<file path="config.mk">
export PLATFORM = sky130hd
export DESIGN_NAME = fetch_unit
export DESIGN_NICKNAME = d
export VERILOG_FILES = /design/src/rtl/fetch_pkg.sv /design/src/rtl/fetch_fifo.sv /design/src/rtl/fetch_unit.sv
export SDC_FILE = /design/constraint.sdc
export NUM_CORES = 1
export LEC_CHECK = 0
export ABC_CLOCK_PERIOD_IN_PS = 3900
export CORE_ASPECT_RATIO = 0.9
export CORE_MARGIN = 2
export CORE_UTILIZATION = 45
export CTS_BUF_LIST = sky130_fd_sc_hd__clkbuf_4 sky130_fd_sc_hd__clkbuf_8 sky130_fd_sc_hd__clkbuf_16
export DETAILED_ROUTE_END_ITERATION = 7
export PLACE_DENSITY = 0.7
export SYNTH_ARGS = -nofsm -noshare
export SYNTH_HDL_FRONTEND = slang
export SYNTH_SLANG_ARGS = --single-unit
</file>
<file path="constraint.sdc">
create_clock -name clk -period 3.9 [get_ports clk]
set_clock_uncertainty 0.15 [all_clocks]
set_input_delay 0.585 -clock clk [delete_from_list [all_inputs] [get_ports clk]]
set_output_delay 0.585 -clock clk [all_outputs]
set_load 0.05 [all_outputs]
</file>
<file path="src/rtl/fetch_pkg.sv">
`default_nettype none
// +--------------------------------------------------------------------+
// | Module   : fetch_pkg                                               |
// | Brief    : shared constants, state enum and entry type for fetch   |
// | Revision : 1.0                                                     |
// +--------------------------------------------------------------------+
package fetch_pkg;

  localparam logic [31:0] C_NOP      = 32'h0000_0013;
  localparam logic [31:0] C_RESET_PC = 32'h0000_0000;

  typedef enum logic [1:0] {
    ST_RESET = 2'd0,
    ST_FETCH = 2'd1,
    ST_FLUSH = 2'd2
  } fetch_state_e;

  typedef struct packed {
    logic [31:0] instr;
    logic [31:0] pc;
  } fetch_entry_t;

  function automatic logic [31:0] word_align(input logic [31:0] addr);
    return addr & 32'hFFFF_FFFC;
  endfunction

endpackage
`default_nettype wire

</file>
<file path="src/rtl/fetch_fifo.sv">
`default_nettype none
// +--------------------------------------------------------------------+
// | Module   : fetch_fifo                                              |
// | Brief    : synchronous FIFO of {instr, pc} entries with clear      |
// | Revision : 1.0                                                     |
// +--------------------------------------------------------------------+
module fetch_fifo #(
  parameter int DEPTH = 4,
  parameter int WIDTH = 64
) (
  input  logic                     clk,
  input  logic                     rst,
  input  logic                     push,
  input  logic                     pop,
  input  logic                     clear,
  input  logic [WIDTH-1:0]         din,
  output logic [WIDTH-1:0]         dout,
  output logic                     full,
  output logic                     empty,
  output logic [$clog2(DEPTH):0]   count
);

  localparam int AW = $clog2(DEPTH);

  logic [WIDTH-1:0] r_mem [DEPTH];
  logic [AW-1:0]    r_wptr;
  logic [AW-1:0]    r_rptr;
  logic [AW:0]      r_count;
  logic             w_push;
  logic             w_pop;

  // A push into a full FIFO is only legal when a pop frees a slot the same cycle
  assign w_pop  = pop && (r_count != '0);
  assign w_push = push && ((r_count != (AW+1)'(DEPTH)) || w_pop);

  always_ff @(posedge clk or negedge rst) begin
    if (!rst) begin
      r_wptr  <= '0;
      r_rptr  <= '0;
      r_count <= '0;
    end else if (clear) begin
      r_wptr  <= '0;
      r_rptr  <= '0;
      r_count <= '0;
    end else begin
      if (w_push) r_wptr <= r_wptr + AW'(1);
      if (w_pop)  r_rptr <= r_rptr + AW'(1);
      case ({w_push, w_pop})
        2'b10:   r_count <= r_count + (AW+1)'(1);
        2'b01:   r_count <= r_count - (AW+1)'(1);
        default: r_count <= r_count;
      endcase
    end
  end

  always_ff @(posedge clk) begin
    if (w_push && !clear) r_mem[r_wptr] <= din;
  end

  assign dout  = r_mem[r_rptr];
  assign full  = (r_count == (AW+1)'(DEPTH));
  assign empty = (r_count == '0);
  assign count = r_count;

endmodule
`default_nettype wire

</file>
<file path="src/rtl/fetch_unit.sv">
`default_nettype none
// +--------------------------------------------------------------------+
// | Module   : fetch_unit                                              |
// | Brief    : RV32I fetch front end: PC, imem request/response, decode|
// |            handshake. Define FETCH_BYPASS_EN for 0-cycle bypass.   |
// | Revision : 1.0                                                     |
// +--------------------------------------------------------------------+
module fetch_unit
  import fetch_pkg::*;
#(
  parameter logic [31:0] RESET_PC = C_RESET_PC,
  parameter int          DEPTH    = 4
) (
  input  logic        clk,
  input  logic        rst,
  output logic        imem_req,
  output logic [31:0] imem_addr,
  input  logic        imem_gnt,
  input  logic        imem_rvalid,
  input  logic [31:0] imem_rdata,
  input  logic        redirect,
  input  logic [31:0] redirect_pc,
  input  logic        dec_ready,
  output logic        instr_valid,
  output logic [31:0] instr_out,
  output logic [31:0] instr_pc
);

  localparam int CW = $clog2(DEPTH) + 1;

  fetch_state_e  r_state;
  fetch_state_e  w_state_nxt;
  logic [31:0]   r_pc;
  logic [31:0]   r_resp_pc;
  logic [31:0]   r_last_pc;
  logic [31:0]   w_redirect_pc;
  logic [CW-1:0] r_outstanding;
  logic [CW-1:0] r_discard;
  logic [CW-1:0] w_outstanding_nxt;
  logic [CW-1:0] w_discard_nxt;
  logic [CW-1:0] w_count;
  logic          w_credit_ok;
  logic          w_grant;
  logic          w_resp;
  logic          w_accept;
  logic          w_push;
  logic          w_pop;
  logic          w_full;
  logic          w_empty;
  logic          w_unused_full;
  fetch_entry_t  w_push_entry;
  fetch_entry_t  w_head;

  assign w_redirect_pc = word_align(redirect_pc);

  // Outstanding requests and buffered words share one DEPTH-sized credit pool
  assign w_credit_ok = ({1'b0, r_outstanding} + {1'b0, w_count}) < (CW+1)'(DEPTH);
  assign imem_req    = (r_state == ST_FETCH) && !redirect && w_credit_ok;
  assign imem_addr   = r_pc;
  assign w_grant     = imem_req && imem_gnt;
  assign w_resp      = imem_rvalid && (r_outstanding != '0);
  assign w_accept    = w_resp && (r_state == ST_FETCH) && !redirect;

  // Grant is never seen during redirect, so this is also the discard reload value
  assign w_outstanding_nxt = r_outstanding + CW'(w_grant) - CW'(w_resp);

  always_comb begin
    w_state_nxt   = r_state;
    w_discard_nxt = r_discard;
    case (r_state)
      ST_RESET: w_state_nxt = ST_FETCH;
      ST_FETCH: begin
        if (redirect && (w_outstanding_nxt != '0)) begin
          w_state_nxt   = ST_FLUSH;
          w_discard_nxt = w_outstanding_nxt;
        end
      end
      ST_FLUSH: begin
        if (redirect)    w_discard_nxt = w_outstanding_nxt;
        else if (w_resp) w_discard_nxt = r_discard - CW'(1);
        if (w_discard_nxt == '0) w_state_nxt = ST_FETCH;
      end
      default: w_state_nxt = ST_RESET;
    endcase
  end

  always_ff @(posedge clk or negedge rst) begin
    if (!rst) begin
      r_state       <= ST_RESET;
      r_pc          <= RESET_PC;
      r_resp_pc     <= RESET_PC;
      r_last_pc     <= RESET_PC;
      r_outstanding <= '0;
      r_discard     <= '0;
    end else begin
      r_state       <= w_state_nxt;
      r_outstanding <= w_outstanding_nxt;
      r_discard     <= w_discard_nxt;
      if (redirect) begin
        r_pc      <= w_redirect_pc;
        r_resp_pc <= w_redirect_pc;
      end else begin
        if (w_grant)  r_pc      <= r_pc + 32'd4;
        if (w_accept) r_resp_pc <= r_resp_pc + 32'd4;
      end
      if (instr_valid) r_last_pc <= instr_pc;
    end
  end

  assign w_push_entry = {imem_rdata, r_resp_pc};
  assign w_pop        = !w_empty && dec_ready && !redirect;

`ifdef FETCH_BYPASS_EN
  logic w_bypass;

  // Response goes straight to decode when nothing older is waiting
  assign w_bypass    = w_empty && w_accept;
  assign w_push      = w_accept && !(w_bypass && dec_ready);
  assign instr_valid = !w_empty || w_bypass;

  always_comb begin
    instr_out = C_NOP;
    instr_pc  = r_last_pc;
    if (!w_empty) begin
      instr_out = w_head.instr;
      instr_pc  = w_head.pc;
    end else if (w_bypass) begin
      instr_out = imem_rdata;
      instr_pc  = r_resp_pc;
    end
  end
`else
  assign w_push      = w_accept;
  assign instr_valid = !w_empty;
  assign instr_out   = w_empty ? C_NOP : w_head.instr;
  assign instr_pc    = w_empty ? r_last_pc : w_head.pc;
`endif

  fetch_fifo #(
    .DEPTH (DEPTH),
    .WIDTH ($bits(fetch_entry_t))
  ) u_fifo (
    .clk   (clk),
    .rst   (rst),
    .push  (w_push),
    .pop   (w_pop),
    .clear (redirect),
    .din   (w_push_entry),
    .dout  (w_head),
    .full  (w_full),
    .empty (w_empty),
    .count (w_count)
  );

  assign w_unused_full = w_full;

endmodule
`default_nettype wire

</file>
==> Word level (Yosys, flattened, before mapping) <==
Memory sizes are Yosys's and may differ from the RTL's.
Index checks and enable logic that the tools add are counted.
W data, S select, Z words.
{ "word_totals": {"word_cells": 79, "output_inout_bits": 98, "ram_bits": 256, "register_bits": 111, "inputBits": 70, "memories": 1} }
{ "op_classes": {"n_eq_ne": 7, "addsub": 10, "muxes": 22, "n_lt_le_gt_ge": 1, "reduce_logical": 29} }
{ "memory_table": {"columns": ["memory", "words", "width", "rd", "rd_clocked_by_memory_dff", "write_ports", "line", "source"], "rows": [
  ["u_fifo.r_mem", 4, 64, 1, 0, 1, "fetch_fifo.sv:25", "logic [WIDTH-1:0] r_mem [DEPTH];"]
]} }
{ "op_table": {"columns": ["op", "count"], "rows": [
  ["$mux W32", 6],
  ["$add A32 B3 Y32 const B", 2],
  ["$mux W3", 5],
  ["$logic_and A1 B1 Y1", 12],
  ["$mux W2", 6],
  ["$pmux W3 S2", 2],
  ["$reduce_bool A3 Y1", 4],
  ["$reduce_bool A2 Y1", 5],
  ["$logic_not A3 Y1", 2],
  ["$pmux W2 S3", 1],
  ["$sub A3 B1 Y3 const B", 2],
  ["$add A2 B1 Y2 const B", 2],
  ["$add A3 B3 Y4", 1],
  ["$eq A2 B1 Y1 const B", 2],
  ["$eq A2 B2 Y1 const B", 2],
  ["$lt A4 B3 Y1 const B", 1],
  ["$reduce_and A2 Y1", 2],
  ["$add A3 B1 Y3", 1],
  ["$add A3 B1 Y3 const B", 1],
  ["$ne A3 B3 Y1 const B", 1],
  ["$sub A3 B1 Y3", 1],
  ["$logic_not A1 Y1", 2],
  ["$logic_not A2 Y1", 1],
  ["$mux W1", 2],
  ["other kinds (3)", 3]
]} }

==> Depth between registers and ports, before layout <==
{ "depth": {"ltp_word": 11, "ltp_mapped": 16, "mapped_depth_nobuf": 14} }

==> Modules after synthesis <==
Synthesis repeated with hierarchy kept, for this count alone.
{ "unflattened": {"hier_cells": 972, "hier_area_um2": 15514.9} }
{ "modules_own_cells": {"columns": ["module", "cells_per_inst", "instances", "seq_area_each_um2", "area_each_um2"], "rows": [
  ["fetch_fifo", 397, 1, 7862.5, 9764.4],
  ["fetch_unit", 575, 1, 2502.4, 5750.5]
]} }

==> Worst setup path after synthesis <==
OpenSTA, ideal clock, no wires.
{ "synth_timing": {"path_type": "register to register", "from": "register r_outstanding[1]", "to": "register r_discard[1]", "t_required_ns": 3.613, "path_stages_with_launch": 17, "setup_ns": 0.137, "setup_slack_ns": 0.321, "synth_period_minus_slack_ns": 3.579, "t_arrival_ns": 3.292, "n_path_buf": 2, "path_cell_list": "dfrtp_1 ha_1 nand3_1 and4_1 inv_1 clkbuf_1 clkbuf_1 ha_1 inv_1 ha_1 inv_1 fa_1 xnor3_1 nand3b_1 nand3_1 a22oi_1 o21ai_0"} }
{ "synth_via": {"elab_chain_len": 10, "elab_cells_between_ends": 17, "cone_classes": "add/sub (3); order compare (1); eq/ne (1); mux (5); reduce/logical (7)"} }
{ "synth_rtl": {"columns": ["item", "line", "source"], "rows": [
  ["start: declaration", "fetch_unit.sv:37", "logic [CW-1:0] r_outstanding;"],
  ["start signal: assignment", "fetch_unit.sv:97", "r_outstanding <= w_outstanding_nxt;"],
  ["$add A3 B3 Y4", "fetch_unit.sv:57", "assign w_credit_ok = ({1'b0, r_outstanding} + {1'b0, w_count}) < (CW+1)'(DEPTH);"],
  ["$lt A4 B3 Y1", "fetch_unit.sv:57", null],
  ["$logic_and A1 B1 Y1", "fetch_unit.sv:58", "assign imem_req = (r_state == ST_FETCH) && !redirect && w_credit_ok;"],
  ["$logic_and A1 B1 Y1", "fetch_unit.sv:60", "assign w_grant = imem_req && imem_gnt;"],
  ["$add A3 B1 Y3", "fetch_unit.sv:65", "assign w_outstanding_nxt = r_outstanding + CW'(w_grant) - CW'(w_resp);"],
  ["$sub A3 B1 Y3", "fetch_unit.sv:65", null],
  ["$reduce_bool A3 Y1", "fetch_unit.sv:73", "if (redirect && (w_outstanding_nxt != '0)) begin"],
  ["$logic_and A1 B1 Y1", "fetch_unit.sv:73", null],
  ["$ne A2 B1 Y1 (no line)", null, null],
  ["$reduce_and A2 Y1 (no line)", null, null],
  ["end signal: assignment", "fetch_unit.sv:98", "r_discard <= w_discard_nxt;"],
  ["end: declaration", "fetch_unit.sv:38", "logic [CW-1:0] r_discard;"]
]} }
Several ways; a longest one is shown, not always the timed one. The select of a mux whose other input is x is not followed.
A chain may end at the register's enable or synchronous reset.

==> Worst setup path in the final report <==
{ "layout_timing": {"from": "register u_fifo.r_rptr[0]", "to": "output port instr_out[1]"} }
{ "layout_via": {"elab_chain_len": 2} }
{ "layout_rtl": {"columns": ["item", "line", "source"], "rows": [
  ["start: declaration", "fetch_fifo.sv:27", "logic [AW-1:0] r_rptr;"],
  ["start signal: assignment", "fetch_fifo.sv:47", "if (w_pop) r_rptr <= r_rptr + AW'(1);"],
  ["$mem_v2 Z4 W64", null, null],
  ["$mux W32", "fetch_unit.sv:135", "assign instr_out = w_empty ? C_NOP : w_head.instr;"],
  ["end: declaration", "fetch_unit.sv:25", "output logic [31:0] instr_out,"]
]} }
No other way between the ends.

==> out/results.txt <==
Kind of critical path: flop to output port
Drt total wl: 32130 µm
Worst IR drop on VDD: 0.3074 mV
Count of H-tree levels built during CTS: 2
Fmax: 280.5 MHz
Cell class contributing the biggest share of worst-path delay: buffers and inverters
Final Wtd Congestion: 0.8011
CP arrival: 2.83 ns
Worst path cell trace: buf_4, mux4_2, or2_2, clkdlybuf4s50_1
TritonCTS clock tree: yes
Proportion of synthesized flip-flops having asynchronous set or reset: 30.14%
Setup Total Neg Slack: 0 ns
Number of cells after detailed placement: 1584
Total Routing Usage GR: 18.85%
Starting DRT DRC Count: 588
Area of the mapped netlist: 14870 µm²
Hold Vio Cnt, Final: 0
DR DRC count: 0
Number of synthesized flops with an enable pin: 248
Drt via density: 5.551
Fraction of power spent switching nets: 37.81%
Routed length per instance: 19.42 µm
Chip height: 176.5 µm
Post-cts sizing count: 0
Sequential-to-total area share from yosys stat: 68.07%
Input/output buffers: 163
Via count of the first global-routing pass: 9146
Clk network pwr share: 26.4%
Prevailing post-synth register cell: sky130_fd_sc_hd__edfxtp_1
Die boundary width: 195.6 µm
Register clock-pin slew on the reported worst setup and hold paths: 0.06 ns
Mean cell area of the mapped netlist: 14.55 µm²
Shortest clock period the worst path allows after layout: 3.565 ns
Count of fill cells added during filler insertion: 2586
Critical-path maximum fanout: 10
Cell Rows: 63
Layout Area Growth over Synthesis: 22.81%
Tightest Hold Check Type: flop to flop
Initial Utilization: 45.47%
Finish-stage setup viols: 0
Total via count in the routed design: 9181
Cell Pwr Density: 711.2 nW/µm²
Finished Layout Cells: 1654
Aggregate global routing overflow: 0
Clock Sink Count: 355
Proportion of power drawn by flip-flops and latches: 37.0%
Switching Power: 4.912 mW
Placed wire-length estimate: 20380 µm
Clock Latency Late Sink: 0.52 ns
Internal portion of total power: 8.079 mW
Measured slew at the worst slew-check pin: 0.7056 ns
Total number of nets in the final design: 1286
Die area: 34520 µm²
Leakage dissipation: 6.641 nW
Setup Fix Bufs, Post-CTS: 0
Initial antenna violation count: 0
Relative max-transition margin: 52.96%
Syn Inst Count: 1022
Root buffer cell: sky130_fd_sc_hd__clkbuf_16
Final Util: 55.83%
Number of inserted diodes: 0
Clock buffers created by TritonCTS: 38
CP Launch Type: flop
Crit path largest cell delay: 0.71 ns
Antenna Nets Post-Route: 0
Element type at the critical path end: output port
Io pins: 168
Worst endpoint required time: 3.16 ns
Warnings from Yosys: 0
Count of distinct cell types in the synthesized netlist: 58
Fraction of the cycle the final worst path needs: 91.42%
Fraction of final layout cells sized beyond drive strength 1: 16.72%
Pin count of the biggest net entering global routing: 74
Max clock buf depth: 3
FF+latch count, synth: 355
Cell at the slowest stage of the critical path: sky130_fd_sc_hd__clkdlybuf4s50_1
Share of total power in combinational logic: 36.6%
Result of the run: finished clean
Bufs and invs on worst path: 2
Unrepaired setup endpoints after global routing: false
First-pass GRT wire length: 50550 µm
Core Area: 32710 µm²
Max-Cap Viols: 0
Total count of max-transition violations in the final report: 0
First-pass detailed-route iteration total: 5
## cells in the mapped netlist, drive strengths merged, types with 15 or more instances
cell / count / share of area (%)
and2: 41 / 1.7
buf: 17 / 0.56
clkbuf: 32 / 0.82
dfrtp: 107 / 18
edfxtp: 248 / 50
inv: 18 / 0.45
mux4: 62 / 9.4
nand2: 190 / 4.8
nand3: 38 / 1.3
nand4: 17 / 0.82
nor2: 23 / 0.58
nor4: 15 / 0.82
o211ai: 17 / 0.86
o21ai: 46 / 1.5
xnor2: 22 / 1.3
## worst paths after layout
| path | slack [ns] | cells past startpoint | end | startpoint |
|---|---|---|---|---|
| max in group asynchronous | 2.36 | 3 | imem_addr[5] | rst |
| hold / removal | 0.31 | 2 | r_last_pc[9] | r_last_pc[9] |
| min in group asynchronous | 0.45 | 2 | r_last_pc[1] | rst |
| setup reg to reg | 0.45 | 14 | r_discard[1] | u_fifo.count[2] |
| setup / recovery | 0.33 | 4 | instr_out[1] | u_fifo.r_rptr[0] |
| hold reg to reg | 0.31 | 2 | r_last_pc[9] | r_last_pc[9] |
## what timing repair did
action / 4_1_cts / 5_1_grt
endpoints found under the setup margin: 0 / 0
hold buffers: 1 / 0
hold endpoints to repair: 36 / 0
## power by group through the flow
stage          sequential (mW)  combinational (mW)  clock, mW
2_1_floorplan             4.89                3.18          0
3_3_place_gp              4.85                4.75          0
3_5_place_dp              4.87                4.81          0
4_1_cts                   4.80                4.82       3.52
5_1_grt                   4.86                5.09       3.67
6_report                  4.80                4.75       3.43
## layer usage
| metal | track usage (%) | part of all wire (%) | vias to the layer above |
|---|---|---|---|
| li1 | - | - | 4216 |
| met1 | 28.11 | 46 | 4621 |
| met2 | 29.45 | 47 | 300 |
| met3 | 2.770 | 5.7 | 44 |
| met4 | 4.676 | 1.7 | 0 |
| met5 | 0 | 0 | - |
## flip-flops by register name, indices dropped and copies added, names as in the netlist
name	cells
r_state	2
u_fifo.r_rptr	2
u_fifo.count	3
u_fifo.r_wptr	2
r_resp_pc	30
r_last_pc	32
u_fifo.r_mem	248
imem_addr	30
r_outstanding	3
r_discard	3
## worst register-to-register path, delay by kind of cell, from the launching register on
| family | cells | cell delay, ns |
|---|---|---|
| xor gates and xnor gates | 1 | 0.41 |
| buffers and inverters | 3 | 0.17 |
| and+or+nand+nor | 4 | 0.80 |
| AOI/OAI and AO/OA | 2 | 0.27 |
| DFF | 1 | 0.47 |
| adders and majority gates | 4 | 1.06 |
## area by class of cell
type / instances / area, µm² / share of cell area, %
Timing Repair Buffer: 189 / 1834 / 10.04
Sequential cell: 355 / 10130 / 55.46
Tap cell: 422 / 528.0 / 2.891
Clock inverter: 19 / 143.9 / 0.7878
Multi-Input combinational cell: 599 / 4483 / 24.54
Inverter: 20 / 75.07 / 0.4110
Clock buffer: 50 / 1071 / 5.864
## cells in the final DEF (no fill, tap or decap), types with 13 or more instances in the layout
master                            count
sky130_fd_sc_hd__edfxtp_1           248
sky130_fd_sc_hd__nand2_1            190
sky130_fd_sc_hd__clkdlybuf4s50_1    131
sky130_fd_sc_hd__dfrtp_1            105
sky130_fd_sc_hd__mux4_2              62
sky130_fd_sc_hd__buf_4               49
sky130_fd_sc_hd__o21ai_0             46
sky130_fd_sc_hd__clkbuf_16           39
sky130_fd_sc_hd__nand3_1             38
sky130_fd_sc_hd__and2_1              37
sky130_fd_sc_hd__nor2_1              23
sky130_fd_sc_hd__xnor2_1             22
sky130_fd_sc_hd__inv_1               18
sky130_fd_sc_hd__o211ai_1            17
sky130_fd_sc_hd__nand4_1             16
sky130_fd_sc_hd__o311ai_0            13
sky130_fd_sc_hd__nor3_1              13
## per-stage QoR
step	instance area, µm²	worst slack, ns	power (mW)	hold slack (ns)
after floorplan	14880	0.3207	8.067	0.1394
after global placement	17040	0.5101	9.602	0.2929
after detailed placement	17040	0.4493	9.683	0.2991
after CTS	18270	0.2880	13.15	0.3115
after global routing	18270	0.2201	13.62	0.3228
final	18270	0.3345	12.99	0.3064
## kinds of logic after synthesis
kind of cell / share of synthesized area (%)
flops: 68.07
mux: 9.893
compound gates: 4.551
buf+inv: 1.876
fa+ha+maj: 1.195
simple gates: 12.29
xor+xnor: 2.095
other cells: 0.02521
(Power assumes the default switching activity.)
